### config.mk
export PLATFORM = sky130hd
export DESIGN_NAME = elevator_controller
export DESIGN_NICKNAME = d
export VERILOG_FILES = /design/src/rtl/elevator_controller.sv
export SDC_FILE = /design/constraint.sdc
export NUM_CORES = 1
export LEC_CHECK = 0
export BUFFER_PORTS_ARGS = -buffer_cell sky130_fd_sc_hd__buf_2
export CAP_MARGIN = 0
export CORE_MARGIN = 2
export CORE_UTILIZATION = 50
export DETAILED_ROUTE_END_ITERATION = 8
export PLACE_DENSITY = 0.77
export SKIP_LAST_GASP = 1
export SLEW_MARGIN = 40
export SYNTH_ARGS = -nofsm -noshare
export SYNTH_HDL_FRONTEND = slang
export SYNTH_SLANG_ARGS = --single-unit
### constraint.sdc
create_clock -name clk -period 2 [get_ports clk]
set_input_delay 0.4 -clock clk [delete_from_list [all_inputs] [get_ports clk]]
set_output_delay 0.4 -clock clk [all_outputs]
set_load 0.005 [all_outputs]
### src/rtl/elevator_controller.sv
// SCAN-ordered car controller: steps one floor every MOVE_CYCLES, holds the door for
// DOOR_CYCLES per service and pulses req_clr once for each service of a floor.
module elevator_controller #(
  parameter int FLOORS      = 4,
  parameter int FLOOR_W     = 2,
  parameter int MOVE_CYCLES = 8,
  parameter int DOOR_CYCLES = 16
) (
  input  logic               clk,
  input  logic               clr_n,
  input  logic [FLOORS-1:0]  req,
  output logic [FLOOR_W-1:0] floor,
  output logic               dir_up,
  output logic               moving,
  output logic               door_open,
  output logic [FLOORS-1:0]  req_clr
);

  localparam int TMAX = (MOVE_CYCLES > DOOR_CYCLES) ? MOVE_CYCLES : DOOR_CYCLES;
  localparam int TW   = (TMAX > 1) ? $clog2(TMAX) : 1;
  localparam logic [TW-1:0] MOVE_LAST = TW'(MOVE_CYCLES - 1);
  localparam logic [TW-1:0] DOOR_LAST = TW'(DOOR_CYCLES - 1);

  typedef enum logic [1:0] {
    IDLE      = 2'd0,
    MOVE_UP   = 2'd1,
    MOVE_DOWN = 2'd2,
    DOOR      = 2'd3
  } state_e;

  state_e             state_q;
  logic [FLOOR_W-1:0] floor_q;
  logic               dir_up_q;
  logic               moving_q;
  logic               door_open_q;
  logic               arrived_q;
  logic [FLOORS-1:0]  req_clr_q;
  logic [TW-1:0]      timer_q;

  logic [FLOORS-1:0]  here_vec;
  logic [FLOORS-1:0]  above_vec;
  logic [FLOORS-1:0]  below_vec;
  logic [FLOORS-1:0]  floor_onehot;
  logic               here;
  logic               above;
  logic               below;
  logic               ahead;
  logic [FLOOR_W-1:0] floor_d;

  genvar gi;
  generate
    for (gi = 0; gi < FLOORS; gi++) begin : g_floor
      assign floor_onehot[gi] = (floor_q == FLOOR_W'(gi));
      assign here_vec[gi]     = req[gi] & floor_onehot[gi];
      assign above_vec[gi]    = req[gi] & (FLOOR_W'(gi) > floor_q);
      assign below_vec[gi]    = req[gi] & (FLOOR_W'(gi) < floor_q);
    end
  endgenerate

  always_comb begin
    here    = |here_vec;
    above   = |above_vec;
    below   = |below_vec;
    ahead   = (state_q == MOVE_DOWN) ? below : above;
    floor_d = (state_q == MOVE_DOWN) ? (floor_q - FLOOR_W'(1)) : (floor_q + FLOOR_W'(1));
  end

  always_ff @(posedge clk or negedge clr_n) begin
    if (!clr_n) begin
      state_q     <= IDLE;
      floor_q     <= '0;
      dir_up_q    <= 1'b1;
      moving_q    <= 1'b0;
      door_open_q <= 1'b0;
      arrived_q   <= 1'b0;
      req_clr_q   <= '0;
      timer_q     <= '0;
    end else begin
      req_clr_q <= '0;
      arrived_q <= 1'b0;
      case (state_q)
        IDLE: begin
          if (here) begin
            state_q     <= DOOR;
            door_open_q <= 1'b1;
            req_clr_q   <= floor_onehot;
            timer_q     <= '0;
          end else if ((dir_up_q && above) || (!below && above)) begin
            state_q  <= MOVE_UP;
            dir_up_q <= 1'b1;
            moving_q <= 1'b1;
            timer_q  <= '0;
          end else if (below) begin
            state_q  <= MOVE_DOWN;
            dir_up_q <= 1'b0;
            moving_q <= 1'b1;
            timer_q  <= '0;
          end
        end
        MOVE_UP, MOVE_DOWN: begin
          // The arrival cycle also counts as the first cycle of the next leg.
          if (arrived_q && here) begin
            state_q     <= DOOR;
            moving_q    <= 1'b0;
            door_open_q <= 1'b1;
            req_clr_q   <= floor_onehot;
            timer_q     <= '0;
          end else if (arrived_q && !ahead) begin
            state_q  <= IDLE;
            moving_q <= 1'b0;
            timer_q  <= '0;
          end else if (timer_q == MOVE_LAST) begin
            floor_q   <= floor_d;
            arrived_q <= 1'b1;
            timer_q   <= '0;
          end else begin
            timer_q <= timer_q + TW'(1);
          end
        end
        DOOR: begin
          // req is stale while our own clear pulse is out; a re-press counts from this cycle.
          if ((req_clr_q == '0) && here) begin
            req_clr_q <= floor_onehot;
            timer_q   <= TW'(1);
          end else if (timer_q == DOOR_LAST) begin
            state_q     <= IDLE;
            door_open_q <= 1'b0;
            timer_q     <= '0;
          end else begin
            timer_q <= timer_q + TW'(1);
          end
        end
        default: begin
          state_q <= IDLE;
        end
      endcase
    end
  end

  assign floor     = floor_q;
  assign dir_up    = dir_up_q;
  assign moving    = moving_q;
  assign door_open = door_open_q;
  assign req_clr   = req_clr_q;

endmodule
==> implementation parameters, run 1 <==
Parameter                              Value

Status
  Result of the run ... finished, violations left
  Violations in the final reports ... negative setup slack

Detailed routing
  Count of nets left with antenna violations after detail routing ... 0
  First-iteration detailed-routing DRC count ... 25
  Drt via density ... 5.64
  DR pass1 iterations ... 4
  DRC violations left ... 0
  Total wire length after detailed routing ... 2690 um
  Drt wl/cell ... 14.8 um
  Via count of the routed design ... 1026

Die
  Total Die Area ... 2560 sq um
  Overall die width ... 50.6 um
  Core area ... 2000 sq um
  Top Ports ... 15
  Row cnt ... 16
  Initial standard-cell utilization of the core ... 0.542
  Die height ... 50.6 um

Place
  Number of instances in the placed design ... 173
  Sum of net half-perimeters after detailed placement ... 1960 um
  Weighted congestion reported at the end of routability-driven placement ... 0.826
  Quantity of I/O buffers inserted on ports ... 14
  DP Area ... 1370 sq um

Clock tree
  Clock buffer depth ... 2
  Maximum level of the CTS H-tree ... 1
  Clock latency on the worst-skew pair ... 0.29 ns
  Number of buffers created by CTS ... 3
  Clock tree root buffer cell ... clkbuf_4
  Sinks on Clock Net ... 16
  Clk pin slew, worst setup/hold paths ... 0.11 ns
  Number of hold-repair buffers added at the cts stage ... 0
  TritonCTS clock tree ... yes

Finish
  Final core area utilization ... 0.739
  Multi-input gate area ... 721 sq um
  Share of final-layout standard cells stronger than drive strength 1 ... 0.394
  Non-filler cells in the finished layout ... 182
  Final cell area excluding filler cells ... 1480 sq um
  Filler cell count in the final layout ... 133
  Number of nets in the layout ... 173
  Antenna diode instance count ... 0
  Reg area ... 403 sq um
  Synthesis-to-finish area growth ... 36.3%

Power and ir drop
  Power density relative to cell area ... 1040 nW/um^2
  Leakage ... 0.718 nW
  Maximum ir drop on the vdd rail ... 0.614 mV

STA
  Fin crit share ... 1.05
  Slew at the pin closest to its max-slew limit ... 0.380 ns
  Slew Limit Headroom ... 0.744
  Total negative slack ... -0.108 ns
  Maximum operating frequency ... 474 MHz
  Count of endpoints failing setup in the final report ... 2
  Unrepaired setup endpoints after global routing ... yes
  WHS ... 0.00484 ns
  Pins over their slew limit ... 0
  Post-Route Skew ... 0.0104 ns
  Final hold violations ... 0
  Final worst path period need ... 2.11 ns
  Worst setup slack after layout ... -0.108 ns

GRT
  Global-route wire length before repair ... 4420 um
  Antenna violations before repair ... 0
  Overflow after GRT ... 0
  Via count of the first global-routing pass ... 998
  GRT Util Overall ... 0.227
  Pin count of the biggest net entering global routing ... 17

Synthesis
  Share of the synthesized area in the top cell type ... 0.346
  Mean Syn Cell Area ... 9.43 sq um
  Number of enable-type register cells in the synthesized netlist ... 0
  Net count after synthesis ... 132
  Share of synthesized flip-flops with an asynchronous set or reset ... 1.00
  Gate count of the mapped netlist ... 115
  Total of flip-flops plus latches after synthesis ... 16
  Number of distinct library cells after synthesis ... 39
  Sequential area share after synthesis ... 0.370
  Flip-flop cell with the highest count after synthesis ... dfrtp_1
  Post-synth top area cell ... dfrtp_1
  Number of warnings reported in the yosys synthesis log ... 0
  Top cells by area, synth ... dfrtp_1 35%, ha_1 13%, nand2_1 4.8%
  Synthesized area ... 1080 sq um

Run
  Count of maximum capacitance violations ... 0

Setup path
  Startpoint class of the critical path ... flip-flop
  Worst Path Max Fanout ... 4
  CP Data Arrival Time ... 2.30 ns
  Sort of element at the end of the critical path ... flip-flop
  Critical path type ... flip-flop to flip-flop
  Required time of the critical path ... 2.19 ns

Hold path
  Hold Path Class ... input pin to asynchronous set/reset pin
==> routing by layer <==
| metal | vias to the layer above | global-route usage | share of wire |
|---|---|---|---|
| li1 | 495 | - | - |
| met1 | 493 | 0.304 | 0.46 |
| met2 | 30 | 0.362 | 0.48 |
| met3 | 8 | 0.0417 | 0.039 |
| met4 | 0 | 0.0901 | 0.023 |
| met5 | - | 0 | 0 |
==> sequential cells by signal, indices dropped and copies added, names as in the netlist <==
register	flops
timer_q	4
moving	1
door_open	1
floor	2
req_clr	4
arrived_q	1
state_q	2
dir_up	1
==> final timing paths <==
kind | slack [ns] | startpoint | cells after the start | to
min in group clk | 0.50 | door_open | 2 | door_open
worst max register to register | -0.11 | floor[0] | 8 | state_q[1]
worst min register to register | 0.50 | door_open | 2 | door_open
worst max-delay path | -0.11 | floor[0] | 8 | state_q[1]
worst min-delay path | 0.005 | clr_n | 1 | state_q[1]
max in group asynchronous | 1.69 | clr_n | 1 | dir_up
==> worst max-delay path, stage by stage (launching register included) <==
cell	delay (ns)
dfrtp_1	0.44
inv_2	0.14
ha_4	0.18
nor2_4	0.04
a2111o_1	0.42
a31oi_4	0.20
nor2b_4	0.08
nor3_4	0.21
mux2_4	0.31
==> cells in the mapped netlist (3+ instances only) <==
cell,count
nor2_1,3
ha_1,11
o21ai_0,5
nand3b_1,3
o21ai_1,6
dfrtp_1,15
nand2_1,14
a21oi_1,4
and2_1,6
nand2b_1,3
nand3_1,7
inv_1,7
==> through the flow <==
stage	setup WS (ns)	power, mW
finish	-0.108	1.54
global route	-0.177	1.64
CTS	-0.0832	1.44
detailed placement	-0.0795	1.22
global placement	-0.0210	1.20
floorplan	-0.0196	0.962
==> layout make-up <==
type | instances | area share
clock buffer | 4 | 0.0245
inverter | 7 | 0.0178
timing repair buffer | 37 | 0.175
multi-input combinational | 91 | 0.487
tap | 27 | 0.0228
sequential | 16 | 0.272
==> cell usage in the layout (no fill, tap or decap), types with 2 or more instances in the layout <==
cell,n
o21ai_1,6
nor3_4,2
nand3b_1,3
buf_2,14
mux2i_1,2
nand2_1,14
clkbuf_4,3
and2_1,4
nor2_1,2
a21oi_1,3
a22oi_2,2
nand3_1,7
o21ai_0,4
nand2b_1,3
dfrtp_1,14
inv_2,2
ha_4,2
ha_1,8
buf_4,21
inv_1,5
and2_4,2
a22o_1,2
xnor2_1,2
==> power breakdown <==
group          switching (mW)  internal [mW]  leakage, nW
Combinational           0.443          0.459        0.501
Sequential             0.0371          0.378        0.196
Clock                   0.112          0.111       0.0210
Total                   0.592          0.949        0.718
==> logic make-up (layout without fill, tap and decap cells) <==
group | Yosys count | count (layout) | synth area share
AOI/OAI and AO/OA | 30 | 30 | 0.190
xor gates and xnor gates | 2 | 2 | 0.0162
adders and majority gates | 11 | 11 | 0.127
buffers and inverters | 8 | 48 | 0.0311
DFF | 16 | 16 | 0.370
muxes | 3 | 3 | 0.0288
and+or+nand+nor | 45 | 45 | 0.236
==> timing repair <==
action / 4_1_cts / 5_1_grt
buffers inserted: 1 / 4
resized for setup: 1 / 6
hold endpoints to repair: 0 / 0
pin swaps: 1 / 7
setup endpoints to repair: 6 / 9
cloned: 0 / 0
No activity file was read; power rests on OpenSTA's default activity.
==> run 2, diff against run 1 <==
- clock period: 2 -> 1.9 ns (I/O delays scaled with it)
==> run 2 against run 1 <==
Compared with the run above: the run still ends with negative setup slack left; first-iteration DRC count is 96% higher; cell count is 4.4% higher; sequential share of layout area shrank 1.7 points; global-route usage increased by 0.50 points; clock skew fell by 0.0077 ns; final area is 6.9% higher; sequential power grew 6.0%; clock-buffer cell count stayed put; critical path type unchanged; critical endpoint unchanged.
==> implementation parameters, run 2 (synthesis gave the netlist of run 1 again) <==
Parameter                              Value

Detailed routing
  DR pass1 iterations ... 4 (unchanged)
  Total wire length after detailed routing ... 2780 um (+3.6%)
  DRC violations left ... 0 (unchanged)
  Drt via density ... 5.71 (+1.2%)
  Via count of the routed design ... 1084 (+5.7%)
  Count of nets left with antenna violations after detail routing ... 0 (unchanged)
  First-iteration detailed-routing DRC count ... 49 (+96%)
  Drt wl/cell ... 14.7 um (-0.72%)

Place
  Worst Setup Slack post-DPL ... -0.181 ns (-0.101 ns)
  Sum of net half-perimeters after detailed placement ... 2020 um (+3.2%)
  Weighted congestion reported at the end of routability-driven placement ... 0.844 (+2.2%)
  Number of instances in the placed design ... 179 (+3.5%)
  Quantity of I/O buffers inserted on ports ... 14 (unchanged)

STA
  WHS ... 0.496 ns (+0.491 ns)
  Worst setup slack after layout ... -0.166 ns (-0.0588 ns)
  Final hold violations ... 0 (unchanged)
  Slew at the pin closest to its max-slew limit ... 0.369 ns (-0.0110 ns)
  Fin crit share ... 1.09 (+0.0338)
  Maximum operating frequency ... 484 MHz (+2.0%)
  Slew Limit Headroom ... 0.754 (+0.00970)
  Post-Route Skew ... 0.00275 ns (-0.00768 ns)
  Unrepaired setup endpoints after global routing ... yes
  Pins over their slew limit ... 0 (unchanged)
  Final worst path period need ... 2.07 ns (-0.0412 ns)
  Count of endpoints failing setup in the final report ... 8 (+6)

Setup path
  Number of buffers and inverters on the critical path ... 1 (unchanged)
  CP Data Arrival Time ... 2.24 ns (-0.06 ns)
  Worst path max stage delay ... 0.46 ns (+0.02 ns)
  Sort of element at the end of the critical path ... flip-flop
  R2R Path Start ... floor[0]
  Top Family by Delay on Critical Path ... compound AO/OA/AOI/OAI gates
  Worst R2R Setup Slack ... -0.17 ns (-0.06 ns)
  Worst reg2reg path endpoint ... state_q[1]
  Required time of the critical path ... 2.08 ns (-0.11 ns)
  Worst Path Max Fanout ... 4 (unchanged)
  Critical path type ... flip-flop to flip-flop
  Startpoint class of the critical path ... flip-flop
  Worst path slowest cell ... dfrtp_2
  Logic depth of the worst register-to-register path ... 8 (unchanged)
  Cells along the critical path ... inv_4 > ha_4 > nor2_2 > a2111o_1 > a31oi_4 > nor2b_4 > nor3_4 > mux2_4

Hold path
  Endpoint, Worst Hold ... door_open
  Hold Path Depth ... 2
  Hold Path Class ... flip-flop to flip-flop
  Launch point of the worst hold path ... door_open

Power and ir drop
  Share of total power consumed by net switching ... 0.371 (-0.0137)
  Power density relative to cell area ... 1080 nW/um^2 (+3.7%)
  Clock network fraction of total power ... 0.131 (-0.014)
  Internal power ... 1.07 mW (+13%)
  Maximum ir drop on the vdd rail ... 0.645 mV (+5.1%)
  Combinational Power Share ... 0.612 (+0.026)
  Power dissipated by switching net loads ... 0.633 mW (+6.8%)
  Register share of total power ... 0.258 (-0.011)
  Leakage ... 0.760 nW (+5.8%)

Status
  Violations in the final reports ... negative setup slack
  Result of the run ... finished, violations left

Finish
  Number of nets in the layout ... 181 (+4.6%)
  Synthesis-to-finish area growth ... 45.7%
  Final core area utilization ... 0.789 (+0.0506)
  Non-filler cells in the finished layout ... 190 (+4.4%)
  Commonest cells after routing, fill and taps aside ... 25 x buf_4, 14 x nand2_1, 14 x buf_2
  Share of final-layout standard cells stronger than drive strength 1 ... 0.460 (+0.0666)
  Most frequent standard cell in the layout excluding fill and tap cells ... buf_4
  Filler cell count in the final layout ... 124 (-6.8%)
  Antenna diode instance count ... 0 (unchanged)

Die
  Total Die Area ... 2560 sq um (unchanged)
  Overall die width ... 50.6 um (unchanged)
  Core area ... 2000 sq um (unchanged)
  Die height ... 50.6 um (unchanged)
  Initial standard-cell utilization of the core ... 0.542 (unchanged)
  Row cnt ... 16 (unchanged)
  Top Ports ... 15 (unchanged)

Clock tree
  Number of buffers created by CTS ... 3 (unchanged)
  Clock latency on the worst-skew pair ... 0.28 ns (about the same)
  Clock tree root buffer cell ... clkbuf_4
  Sinks on Clock Net ... 16 (unchanged)
  TritonCTS clock tree ... yes
  Maximum level of the CTS H-tree ... 1 (unchanged)
  Clock buffer depth ... 2 (unchanged)
  Clk pin slew, worst setup/hold paths ... 0.10 ns (about the same)

GRT
  GRT Util Overall ... 0.232 (+0.00500)
  Via count of the first global-routing pass ... 1053 (+5.5%)
  Pin count of the biggest net entering global routing ... 17 (unchanged)
  Global-route wire length before repair ... 4510 um (+2.2%)
  Antenna violations before repair ... 0 (unchanged)
  Overflow after GRT ... 0 (unchanged)

Run
  Count of maximum capacitance violations ... 0 (unchanged)
-- run 2: worst register-to-register path: stages, from the launching register on --
cell and delay [ns]:
dfrtp_2 0.46, inv_4 0.11, ha_4 0.15, nor2_2 0.05, a2111o_1 0.42, a31oi_4 0.20, nor2b_4 0.07, nor3_4 0.20
mux2_4 0.31
-- run 2: routing by layer --
| metal | GRT usage | wire, um |
|---|---|---|
| met4 | 0.0856 | 89 |
| met5 | 0 | 0 |
| met1 | 0.287 | 1150 |
| met2 | 0.412 | 1440 |
| met3 | 0.0268 | 103 |
-- run 2: how the worst max path moves through the flow --
stage	start	slack (ns)	cells after the start	end
5_1_grt	floor[0]	-0.25	8	state_q[1]
2_1_floorplan	floor[0]	-0.12	8	state_q[1]
4_1_cts	floor[0]	-0.20	8	state_q[1]
6_report	floor[0]	-0.17	8	state_q[1]
3_5_place_dp	floor[0]	-0.18	8	state_q[1]
3_3_place_gp	floor[0]	-0.13	8	state_q[1]
-- run 2: cell type report --
type | instances | area (sq um) | area share
Clock buffer | 4 | 36.3 | 0.0230
Multi-Input combinational cell | 91 | 742 | 0.470
Timing Repair Buffer | 45 | 333 | 0.211
Sequential cell | 16 | 404 | 0.256
Inverter | 7 | 31.3 | 0.0198
Tap cell | 27 | 33.8 | 0.0214
-- run 2: metrics by stage --
step | cell area (sq um) | power [mW] | setup TNS (ns)
6_report | 1580 | 1.71 | -0.919
3_5_place_dp | 1420 | 1.37 | -0.883
2_1_floorplan | 1140 | 1.01 | -0.120
4_1_cts | 1490 | 1.67 | -1.27
5_1_grt | 1580 | 1.85 | -1.71
3_3_place_gp | 1420 | 1.34 | -0.429
-- run 2: power groups by stage --
stage,logic [mW],clock network [mW],registers (mW)
final,1.04,0.223,0.440
after global routing,1.15,0.252,0.446
after CTS,1.00,0.228,0.438
after detailed placement,0.926,0,0.445
after global placement,0.903,0,0.441
after floorplan,0.570,0,0.443
-- run 2: what timing repair did --
item / in CTS / in global routing
hold buffers: 1 / 0
hold endpoints to repair: 6 / 0
resized for setup: 8 / 11
pin swaps: 5 / 5
setup buffers: 1 / 5
cloned: 0 / 0
setup endpoints to repair: 9 / 11
